<file path="config.mk">
export PLATFORM = sky130hd
export DESIGN_NAME = plant_emulator
export DESIGN_NICKNAME = d
export VERILOG_FILES = /design/src/rtl/plant_pkg.sv /design/src/rtl/plant_delay_line.sv /design/src/rtl/plant_emulator.sv
export SDC_FILE = /design/constraint.sdc
export NUM_CORES = 1
export LEC_CHECK = 0
export ABC_AREA = 1
export CORE_ASPECT_RATIO = 0.75
export CORE_UTILIZATION = 52
export DETAILED_ROUTE_END_ITERATION = 10
export MAX_ROUTING_LAYER = met4
export PLACE_DENSITY = 0.72
export SYNTH_ARGS = -nofsm -noshare
export SYNTH_HDL_FRONTEND = slang
export SYNTH_SLANG_ARGS = --single-unit
</file>
<file path="constraint.sdc">
create_clock -name clk -period 5.25 [get_ports clk]
set_input_delay 0.525 -clock clk [delete_from_list [all_inputs] [get_ports clk]]
set_output_delay 0.525 -clock clk [all_outputs]
set_load 0.05 [all_outputs]
</file>
<file path="src/rtl/plant_pkg.sv">
// Shared types and helpers for the first-order-plus-dead-time plant emulator.
// Also holds the LFSR constants used when PLANT_NOISE_EN is defined.
package plant_pkg;

    typedef enum logic [1:0] {
        IDLE = 2'd0,
        FILL = 2'd1,
        RUN  = 2'd2
    } state_e;

    localparam int SAT_W = 64;

    localparam logic [15:0] LFSR_SEED = 16'hACE1;
    // x^16+x^14+x^13+x^11 mapped onto a right-shifting register: bits 0,2,3,5
    localparam logic [15:0] LFSR_TAPS = 16'h002D;

    function automatic logic signed [SAT_W-1:0] saturate(
        input logic signed [SAT_W-1:0] v,
        input int                      w
    );
        logic signed [SAT_W-1:0] hi;
        logic signed [SAT_W-1:0] lo;
        hi = (64'sd1 <<< (w - 1)) - 64'sd1;
        lo = -(64'sd1 <<< (w - 1));
        if (v > hi) begin
            saturate = hi;
        end else if (v < lo) begin
            saturate = lo;
        end else begin
            saturate = v;
        end
    endfunction

    function automatic logic [15:0] lfsr_step(input logic [15:0] s);
        lfsr_step = {^(s & LFSR_TAPS), s[15:1]};
    endfunction

endpackage

</file>
<file path="src/rtl/plant_delay_line.sv">
// Circular dead-time buffer: read at wp-dly before the same-tick write at wp.
// A delay of zero bypasses the storage entirely.
module plant_delay_line
    import plant_pkg::*;
#(
    parameter int  DATA_W    = 16,
    parameter int  DELAY_MAX = 16,
    localparam int AW        = $clog2(DELAY_MAX)
) (
    input  logic                     clk,
    input  logic                     reset,
    input  logic                     we,
    input  logic [AW-1:0]            dly,
    input  logic signed [DATA_W-1:0] din,
    output logic signed [DATA_W-1:0] dout
);

    logic signed [DATA_W-1:0] mem [DELAY_MAX];
    logic [AW-1:0]            wp_q;
    logic [AW-1:0]            wp_d;
    logic [AW-1:0]            rp_s;

    // Write pointer advance and read address / bypass select.
    always_comb begin
        wp_d = wp_q;
        if (we) begin
            wp_d = wp_q + AW'(1);
        end else begin
            wp_d = wp_q;
        end
        rp_s = wp_q - dly;
        if (dly == '0) begin
            dout = din;
        end else begin
            dout = mem[rp_s];
        end
    end

    // Write pointer register.
    always_ff @(posedge clk or posedge reset) begin
        if (reset) begin
            wp_q <= '0;
        end else begin
            wp_q <= wp_d;
        end
    end

    // Storage carries no reset so it maps onto distributed RAM.
    always_ff @(posedge clk) begin
        if (we) begin
            mem[wp_q] <= din;
        end
    end

endmodule

</file>
<file path="src/rtl/plant_emulator.sv">
// First-order-plus-dead-time plant: tick divider, FILL/RUN state machine, saturating integrator.
// Define PLANT_NOISE_EN to add LFSR noise on process_variable.
module plant_emulator
    import plant_pkg::*;
#(
    parameter int  DATA_W      = 16,
    parameter int  DELAY_MAX   = 16,
    parameter int  TICK_DIV    = 4,
    parameter int  ALPHA_SHIFT = 3,
    parameter int  GAIN_SHIFT  = 0,
    parameter int  PV_INIT     = 0,
    parameter int  NOISE_BITS  = 4,
    localparam int DLY_W       = $clog2(DELAY_MAX)
) (
    input  logic                     clk,
    input  logic                     reset,
    input  logic                     enable,
    input  logic [DLY_W-1:0]         delay_cfg,
    input  logic signed [DATA_W-1:0] control_in,
    output logic signed [DATA_W-1:0] process_variable,
    output logic                     pv_valid,
    output logic                     sat_flag,
    output logic                     running
);

    localparam int TCW = (TICK_DIV > 1) ? $clog2(TICK_DIV) : 1;
    localparam int TW  = DATA_W + 3;
    localparam logic signed [DATA_W-1:0] PV_RST = DATA_W'(PV_INIT);

    state_e                   state_q, state_d;
    logic [TCW-1:0]           tick_cnt_q, tick_cnt_d;
    logic [DLY_W-1:0]         fill_cnt_q, fill_cnt_d;
    logic [DLY_W-1:0]         dly_q, dly_d;
    logic signed [DATA_W-1:0] y_q, y_d;
    logic signed [DATA_W-1:0] pv_q, pv_d;
    logic                     pv_valid_q, pv_valid_d;
    logic                     sat_q, sat_d;
    logic                     running_q, running_d;

    logic                     tick_s;
    logic                     we_s;
    logic signed [DATA_W-1:0] u_d_s;
    logic signed [TW-1:0]     target_s;
    logic signed [TW:0]       diff_s;
    logic signed [TW:0]       step_s;
    logic signed [SAT_W-1:0]  sum_s;
    logic signed [SAT_W-1:0]  y_sat_s;
    logic signed [DATA_W-1:0] y_next_s;
    logic                     y_clamp_s;
    logic signed [DATA_W-1:0] y_out_s;
    logic signed [DATA_W-1:0] pv_cand_s;
    logic                     pv_clamp_s;

    assign tick_s = enable && (tick_cnt_q == TCW'(TICK_DIV - 1));

    plant_delay_line #(
        .DATA_W    (DATA_W),
        .DELAY_MAX (DELAY_MAX)
    ) u_delay (
        .clk   (clk),
        .reset (reset),
        .we    (we_s),
        .dly   (dly_q),
        .din   (control_in),
        .dout  (u_d_s)
    );

    // Integrator step; floor shift means small positive errors stall while negative ones always move.
    always_comb begin
        target_s  = TW'(u_d_s) <<< GAIN_SHIFT;
        diff_s    = (TW + 1)'(target_s) - (TW + 1)'(y_q);
        step_s    = diff_s >>> ALPHA_SHIFT;
        sum_s     = SAT_W'(y_q) + SAT_W'(step_s);
        y_sat_s   = saturate(sum_s, DATA_W);
        y_next_s  = y_sat_s[DATA_W-1:0];
        y_clamp_s = (y_sat_s != sum_s);
        if (state_q == RUN) begin
            y_out_s = y_next_s;
        end else begin
            y_out_s = y_q;
        end
    end

`ifdef PLANT_NOISE_EN
    logic [15:0]             lfsr_q, lfsr_d;
    logic signed [SAT_W-1:0] pv_sum_s;
    logic signed [SAT_W-1:0] pv_sat_s;

    // Noise is added only on the output path; y itself stays clean.
    always_comb begin
        if (tick_s) begin
            lfsr_d = lfsr_step(lfsr_q);
        end else begin
            lfsr_d = lfsr_q;
        end
        pv_sum_s   = SAT_W'(y_out_s) + SAT_W'(signed'(lfsr_q[NOISE_BITS-1:0]));
        pv_sat_s   = saturate(pv_sum_s, DATA_W);
        pv_cand_s  = pv_sat_s[DATA_W-1:0];
        pv_clamp_s = (pv_sat_s != pv_sum_s);
    end

    // LFSR state register.
    always_ff @(posedge clk or posedge reset) begin
        if (reset) begin
            lfsr_q <= LFSR_SEED;
        end else begin
            lfsr_q <= lfsr_d;
        end
    end
`else
    // Output path without noise.
    always_comb begin
        pv_cand_s  = y_out_s;
        pv_clamp_s = 1'b0;
    end
`endif

    // Tick divider and IDLE/FILL/RUN next-state logic.
    always_comb begin
        state_d    = state_q;
        tick_cnt_d = tick_cnt_q;
        fill_cnt_d = fill_cnt_q;
        dly_d      = dly_q;
        y_d        = y_q;
        pv_d       = pv_q;
        pv_valid_d = 1'b0;
        sat_d      = sat_q;
        we_s       = 1'b0;
        if (!enable) begin
            tick_cnt_d = '0;
            state_d    = IDLE;
        end else begin
            if (tick_s) begin
                tick_cnt_d = '0;
            end else begin
                tick_cnt_d = tick_cnt_q + TCW'(1);
            end
            case (state_q)
                IDLE: begin
                    dly_d      = delay_cfg;
                    fill_cnt_d = '0;
                    if (delay_cfg == '0) begin
                        state_d = RUN;
                    end else begin
                        state_d = FILL;
                    end
                end
                FILL: begin
                    if (tick_s) begin
                        we_s       = 1'b1;
                        fill_cnt_d = fill_cnt_q + DLY_W'(1);
                        pv_d       = pv_cand_s;
                        pv_valid_d = 1'b1;
                        sat_d      = pv_clamp_s;
                        if (fill_cnt_d == dly_q) begin
                            state_d = RUN;
                        end else begin
                            state_d = FILL;
                        end
                    end else begin
                        state_d = FILL;
                    end
                end
                RUN: begin
                    if (tick_s) begin
                        we_s       = 1'b1;
                        y_d        = y_next_s;
                        pv_d       = pv_cand_s;
                        pv_valid_d = 1'b1;
                        sat_d      = y_clamp_s | pv_clamp_s;
                    end else begin
                        state_d = RUN;
                    end
                end
                default: begin
                    state_d = IDLE;
                end
            endcase
        end
        running_d = (state_d == RUN);
    end

    // State and output registers.
    always_ff @(posedge clk or posedge reset) begin
        if (reset) begin
            state_q    <= IDLE;
            tick_cnt_q <= '0;
            fill_cnt_q <= '0;
            dly_q      <= '0;
            y_q        <= PV_RST;
            pv_q       <= PV_RST;
            pv_valid_q <= 1'b0;
            sat_q      <= 1'b0;
            running_q  <= 1'b0;
        end else begin
            state_q    <= state_d;
            tick_cnt_q <= tick_cnt_d;
            fill_cnt_q <= fill_cnt_d;
            dly_q      <= dly_d;
            y_q        <= y_d;
            pv_q       <= pv_d;
            pv_valid_q <= pv_valid_d;
            sat_q      <= sat_d;
            running_q  <= running_d;
        end
    end

    assign process_variable = pv_q;
    assign pv_valid         = pv_valid_q;
    assign sat_flag         = sat_q;
    assign running          = running_q;

endmodule

</file>
# Yosys cells after proc, flatten, opt, wreduce, memory -nomap -nowiden
# Memories as Yosys holds them, arrays and structs flattened.
# Cells that the tools add are included.
word_totals:
  regBits: 51
  latchBits: 0
  ram_bits: 256
  rom_bits: 0
  in_bits: 23
  out_inout_bits: 19
  wordCells: 61
  n_memories: 1
mem_list:
  columns: ["memory", "words", "word_bits", "rd", "rd_ports_with_merged_regs", "write_ports", "line", "source"]
  rows:
  - ["u_delay.mem", 16, 16, 1, 0, 1, "plant_delay_line.sv:18", "logic signed [DATA_W-1:0] mem [DELAY_MAX];"]
classes:
  n_addsub: 6
  multipliers: 0
  div: 0
  magnitude_cmp: 2
  eq_ne: 8
  n_shift: 0
  muxes: 22
  n_bitwise: 0
  n_reduce_logical: 12
op_table:
  columns: ["cell", "n"]
  rows:
  - ["2-to-1 mux 64 bit", 2]
  - ["!= test 64 x 17 -> 1 bit", 1]
  - ["2-to-1 mux 16 bit", 2]
  - ["adder 16 x 14 -> 17 bit", 1]
  - ["greater-than comparator 17 x 16 -> 1 bit (second input constant)", 1]
  - ["less-than comparator 17 x 16 -> 1 bit (second input constant)", 1]
  - ["subtractor 16 x 16 -> 17 bit", 1]
  - ["2-to-1 mux 2 bit", 7]
  - ["AND reduction 3 bit", 3]
  - ["adder 4 x 1 -> 4 bit (second input constant)", 2]
  - ["zero test 4 bit", 2]
  - ["case mux 4 bit (2 select lines)", 1]
  - ["2-to-1 mux 1 bit", 7]
  - ["== test 2 bit (second input constant)", 3]
  - ["case mux 2 bit (3 select lines)", 1]
  - ["== test 4 bit", 1]
  - ["2-to-1 mux 4 bit", 1]
  - ["!= test 2 bit (second input constant)", 2]
  - ["AND reduction 4 bit", 1]
  - ["nonzero test 2 bit", 2]
  - ["subtractor 4 bit", 1]
  - ["adder 2 x 1 -> 2 bit (second input constant)", 1]
  - ["== test 2 x 1 -> 1 bit (second input constant)", 1]
  - ["zero test 2 bit", 1]
  - ["other kinds (4)", 4]

# Logic depth before layout (Yosys ltp)
# An unclocked memory read counts as a cell.
depth:
  word_depth: 11
  depth_mapped: 39
  mapped_depth_nobuf: 37

# Hierarchy
# From an unflattened synthesis, not the netlist that was laid out.
unflattened:
  cells_unflattened: 1673
  area_unflattened_um2: 15479.8
by_module_without_submodules:
  columns: ["module", "n_inst", "cells_each", "area_per_inst_um2", "seq_area_each_um2"]
  rows:
  - ["plant_delay_line", 1, 1069, 11253.3, 7787.5]
  - ["plant_emulator", 1, 604, 4226.6, 1176.1]

# Least setup slack after synthesis
# Ideal clock, no wire load.
synth_path:
  path_kind: "reg-to-reg"
  start: "register u_delay.wp_q[0]"
  end: "register pv_q[12] (netlist: process_variable[12])"
  setup_ps: 121
  t_arrival_ps: 5169
  required_time_ps: 5129
  path_slack_ps: -40
  stages_incl_launch_ff: 34
  path_buffers: 3
  period_less_slack_ps: 5290
  cell_sequence: "dfrtp_1 inv_1 ha_1 inv_1 fa_1 clkinv_1 clkbuf_1 buf_1 a21oi_1 a221oi_1 o21ai_0 nand3_1 o21ai_0 inv_1 ha_1 a21oi_1 o21ai_0 a21oi_1 nand2_1 a21oi_1 xor2_1 inv_1 ha_1 a21oi_1 nand2_1 a211oi_1 nand2_1 nand2_1 nand2_1 nand2_4 buf_6 nand2_1 o21bai_1 nand2_1"
synth_via:
  elab_chain_cells: 9
  elab_cells_between_ends: 10
  classes_between: "3 x add/sub; 2 x order compare; 4 x mux; 1 x memory"
synth_rtl:
  columns: ["element", "line", "source"]
  rows:
  - ["from (decl)", "plant_delay_line.sv:19", "logic [AW-1:0] wp_q;"]
  - ["from (signal assigned)", "plant_delay_line.sv:44", "wp_q <= wp_d;"]
  - ["subtractor 4 bit (*)", "plant_delay_line.sv:31", "rp_s = wp_q - dly;"]
  - ["memory read (16 x 16 bit) (*)", null, null]
  - ["2-to-1 mux 16 bit (*)", "plant_delay_line.sv:32", "if (dly == '0) begin"]
  - ["subtractor 16 x 16 -> 17 bit (*)", "plant_emulator.sv:71", "diff_s = (TW + 1)'(target_s) - (TW + 1)'(y_q);"]
  - ["adder 16 x 14 -> 17 bit (*)", "plant_emulator.sv:73", "sum_s = SAT_W'(y_q) + SAT_W'(step_s);"]
  - ["less-than comparator 17 x 16 -> 1 bit", "plant_pkg.sv:27", "end else if (v < lo) begin"]
  - ["2-to-1 mux 64 bit", "plant_pkg.sv:27", null]
  - ["2-to-1 mux 64 bit (*)", "plant_pkg.sv:25", "if (v > hi) begin"]
  - ["2-to-1 mux 16 bit (*)", "plant_emulator.sv:77", "if (state_q == RUN) begin"]
  - ["to (signal assigned)", "plant_emulator.sv:201", "pv_q <= pv_d;"]
  - ["to (decl)", "plant_emulator.sv:35", "logic signed [DATA_W-1:0] pv_q, pv_d;"]
# Mark *: on every way between the ends. The rest lies on a longest branch, timed or not.
# A chain may end at the register's enable or synchronous reset.

# Worst setup path after layout
layout_path:
  start: "register u_delay.wp_q[0]"
  end: "register sat_q (netlist: sat_flag)"
layout_via:
  elab_chain_cells: 11
  elab_cells_between_ends: 12
  classes_between: "3 x add/sub; 2 x order compare; 1 x eq/ne; 5 x mux; 1 x memory"
layout_rtl:
  columns: ["element", "line", "source"]
  rows:
  - ["subtractor 4 bit (*)", "plant_delay_line.sv:31", null]
  - ["memory read (16 x 16 bit) (*)", null, null]
  - ["2-to-1 mux 16 bit (*)", "plant_delay_line.sv:32", null]
  - ["subtractor 16 x 16 -> 17 bit (*)", "plant_emulator.sv:71", null]
  - ["adder 16 x 14 -> 17 bit (*)", "plant_emulator.sv:73", null]
  - ["less-than comparator 17 x 16 -> 1 bit", "plant_pkg.sv:27", null]
  - ["2-to-1 mux 64 bit", "plant_pkg.sv:27", null]
  - ["2-to-1 mux 64 bit", "plant_pkg.sv:25", null]
  - ["!= test 64 x 17 -> 1 bit (*)", "plant_emulator.sv:76", "y_clamp_s = (y_sat_s != sum_s);"]
  - ["2-to-1 mux 1 bit (*)", "plant_emulator.sv:165", "if (tick_s) begin"]
  - ["case mux 1 bit (2 select lines) (*)", "plant_emulator.sv:138", "case (state_q)"]
  - ["to (signal assigned)", "plant_emulator.sv:203", "sat_q <= sat_d;"]
  - ["to (decl)", "plant_emulator.sv:37", "logic sat_q, sat_d;"]
# Mark *: on every way between the ends. The rest lies on a longest branch, timed or not. The select of a mux whose other input is x is not followed.

==> summary.md <==
| Metric | Value |
|---|---|
| Hold Crit Depth | `1` |
| Largest net degree at the start of global routing | `54` |
| Initial antenna violation count | `0` |
| Clock Latency Late Sink | `0.58 ns` |
| Syn_area_per_cell | `10.7 um2` |
| Layout cells sized above 1 | `28.8%` |
| Reg2Reg Depth | `37` |
| DRC Markers | `0` |
| Worst path bufs/invs | `9` |
| Die Width | `194 um` |
| Chip height | `146 um` |
| Final core occ | `69.6%` |
| Longest Clk Path Bufs | `3` |
| Crit Path Category | `flop to flop` |
| Die ar. | `0.0282 mm2` |
| Cell Area, Synth | `0.0143 mm2` |
| Clock Skew | `0.0106 ns` |
| Wire per inst | `21.9 um` |
| Fin crit period | `5.50 ns` |
| Final wirelength | `41900 um` |
| FP Rows | `52` |
| Detailed router's first-iteration violation count | `1308` |
| Register area share after synthesis | `62.5%` |
| Slew Limit Fails | `0` |
| Final setup margin | `-0.254 ns` |
| RSZ-0062 raised after global routing | `yes` |
| Slew HR | `16.2%` |
| IO Count | `42` |
| Vias in the first global route | `11025` |
| Final hold viol count | `0` |
| Initial core utilization | `53.1%` |
| Ys Warns | `0` |
| Fmax achieved | `182 MHz` |
| Vias | `11447` |
| Root buffer cell | `clkbuf_16` |
| Dpl cells | `1823` |
| Antenna cell count | `0` |
| Setup violators final | `31` |
| Crit path from | `u_delay.wp_q[0]$_DFFE_PP0P_` |
| Slowest cell on crit path | `fa_2` |
| Failing checks | `setup timing` |
| Synth cell types | `42` |
| Family with the most delay on the worst path | `simple AND/OR/NAND/NOR gates` |
| Commonest non-fill, non-tap cell in the layout | `nand2_1` |
| Clk slew on worst S/H paths | `0.06 ns` |
| Crit path largest cell delay | `0.58 ns` |
| Vias per inst | `5.97` |
| PortBufs | `41` |
| Dpl hpwl | `24200 um` |
| First-pass iteration count of the detailed router | `8` |
| Global router's overall resource usage | `29.7%` |
| Post-route ant nets | `0` |
| First-pass GRT wire length | `62400 um` |
| Final Cycle Share | `105%` |
| CTS tree | `yes` |
| Most frequent cells in the layout | `306 x nand2_1, 256 x edfxtp_1, 156 x buf_4` |
| Core Box Area | `0.0270 mm2` |
| Most frequent CP cell | `nand2_4` |
| H-tree Lvls | `1` |
| Asr flop ratio synth | `16.6%` |
| Worst setup EP type | `flop` |
| Slew @ Worst Pin | `1.26 ns` |
| # clock sinks | `307` |
| Max FO, Critical Path | `8` |
| MaxCap Viol Count | `0` |
| CP Depth | `37` |
| Number of synthesized flops with an enable pin | `256` |
| Final cell count without fillers | `1916` |
| Outcome | `complete, but fails checks` |
| Synth top area share | `53.6%` |
| Reg2Reg Setup Slack | `-0.25 ns` |
| Startpoint Class | `flop` |
| Synth Net Count | `1416` |
| FF-to-FF Start | `u_delay.wp_q[0]$_DFFE_PP0P_` |
| GR Overflow Total | `0` |
| Reg2reg end | `sat_flag$_DFFE_PP0P_` |
| CP arrival | `5.99 ns` |
| WP data required | `5.74 ns` |
| Mapped Cells | `1344` |
| Global placer's final weighted congestion | `0.967` |
| Hold path startpoint | `tick_cnt_q[0]$_DFF_PP0_` |
| Post-synth top flop | `edfxtp_1` |
| WHS Endpoint | `tick_cnt_q[0]$_DFF_PP0_` |
| Worst hold path type | `flop to flop` |
| CTS Buf Count | `31` |
| NumNets Final | `1615` |
| Area contributors post-synth | `edfxtp_1 54%, nand2_1 9.2%, dfrtp_1 8.9%` |
| FF+latch count, synth | `307` |
| Leading area contributor after synthesis | `edfxtp_1` |
| Layout area overhead | `31.0%` |
-- per-layer routing --
metal / share of wire, % / vias to the layer above / track usage, %
li1: - / 5172 / -
met1: 42 / 5560 / 42.4
met2: 45 / 609 / 43.0
met3: 10 / 106 / 5.84
met4: 3.2 / 0 / 9.40
met5: 0 / - / -
-- final cells by class --
type | instances | area, um2
Timing Repair Buffer | 226 | 2090
Fill cell | 1826 | 8220
Multi-Input combinational cell | 884 | 5930
Tap cell | 351 | 439
Inverter | 93 | 363
Sequential cell | 307 | 8960
Clock inverter | 21 | 213
Clock buffer | 34 | 787
-- timing repair --
item,in CTS,in global routing
gates cloned,6,3
endpoints found under the setup margin,33,33
buffers inserted,17,14
pin swaps,39,60
gates resized for setup,118,178
hold buffers,0,0
-- worst max-delay path by stage --
stage                                       endpoint  slack, ns
floorplan           process_variable[12]$_DFFE_PP0P_      0.004
global placement     process_variable[2]$_DFFE_PP0P_      -0.19
detailed placement   process_variable[2]$_DFFE_PP0P_      -0.42
CTS                 process_variable[12]$_DFFE_PP0P_     0.0009
global route        process_variable[10]$_DFFE_PP0P_      -0.44
finish                          sat_flag$_DFFE_PP0P_      -0.25
-- logic make-up (layout without fill, tap and decap cells) --
group           after synthesis  in the layout  synth area share (%)
xor+xnor                     30             30                  1.89
flops                       307            307                  62.5
mux                           1              1                0.0786
simple gates                477            480                  13.3
fa+ha+maj                    49             49                  4.38
compound gates              324            324                  13.5
buf+inv                     156            374                  4.23
-- worst reg2reg max path, delay by kind of cell, from the launching register on --
family                   cells  cell delay [ns]
AO/OA/AOI/OAI                7             1.00
flip-flops                   1             0.39
buffers and inverters        9             1.04
adder cells (fa/ha/maj)      4             1.27
AND/OR/NAND/NOR             17             1.70
-- cells in the mapped netlist, types with 9 or more instances --
| cell | instances |
|---|---|
| ha_1 | 47 |
| edfxtp_1 | 256 |
| dfrtp_1 | 51 |
| a221oi_1 | 31 |
| buf_1 | 9 |
| inv_1 | 91 |
| o21ai_0 | 74 |
| a21oi_1 | 152 |
| clkbuf_1 | 47 |
| xor2_1 | 21 |
| o211ai_1 | 17 |
| a32o_1 | 15 |
| a22oi_1 | 15 |
| nand3_1 | 53 |
| nand2_1 | 351 |
| nor2_1 | 54 |
-- flip-flops by register name, summed over array words and instances (netlist names) --
name	cells
running	1
fill_cnt_q	4
pv_valid	1
sat_flag	1
state_q	2
u_delay.mem	256
tick_cnt_q	2
y_q	16
dly_q	4
process_variable	16
u_delay.wp_q	4
-- per-stage QoR --
| step | instance area [um2] | hold WS (ns) | TNS (ns) | worst slack [ns] |
|---|---|---|---|---|
| floorplan | 14300 | 0.407 | 0 | 0.00449 |
| global placement | 16200 | 0.422 | -3.63 | -0.194 |
| detailed placement | 16200 | 0.437 | -10.62 | -0.415 |
| CTS | 17900 | 0.442 | 0 | 0.000899 |
| global route | 18800 | 0.470 | -12.06 | -0.442 |
| finish | 18800 | 0.437 | -4.99 | -0.254 |
Power is not shown: default switching activity piles up to over one toggle a cycle in this logic, so the estimate is an artifact.
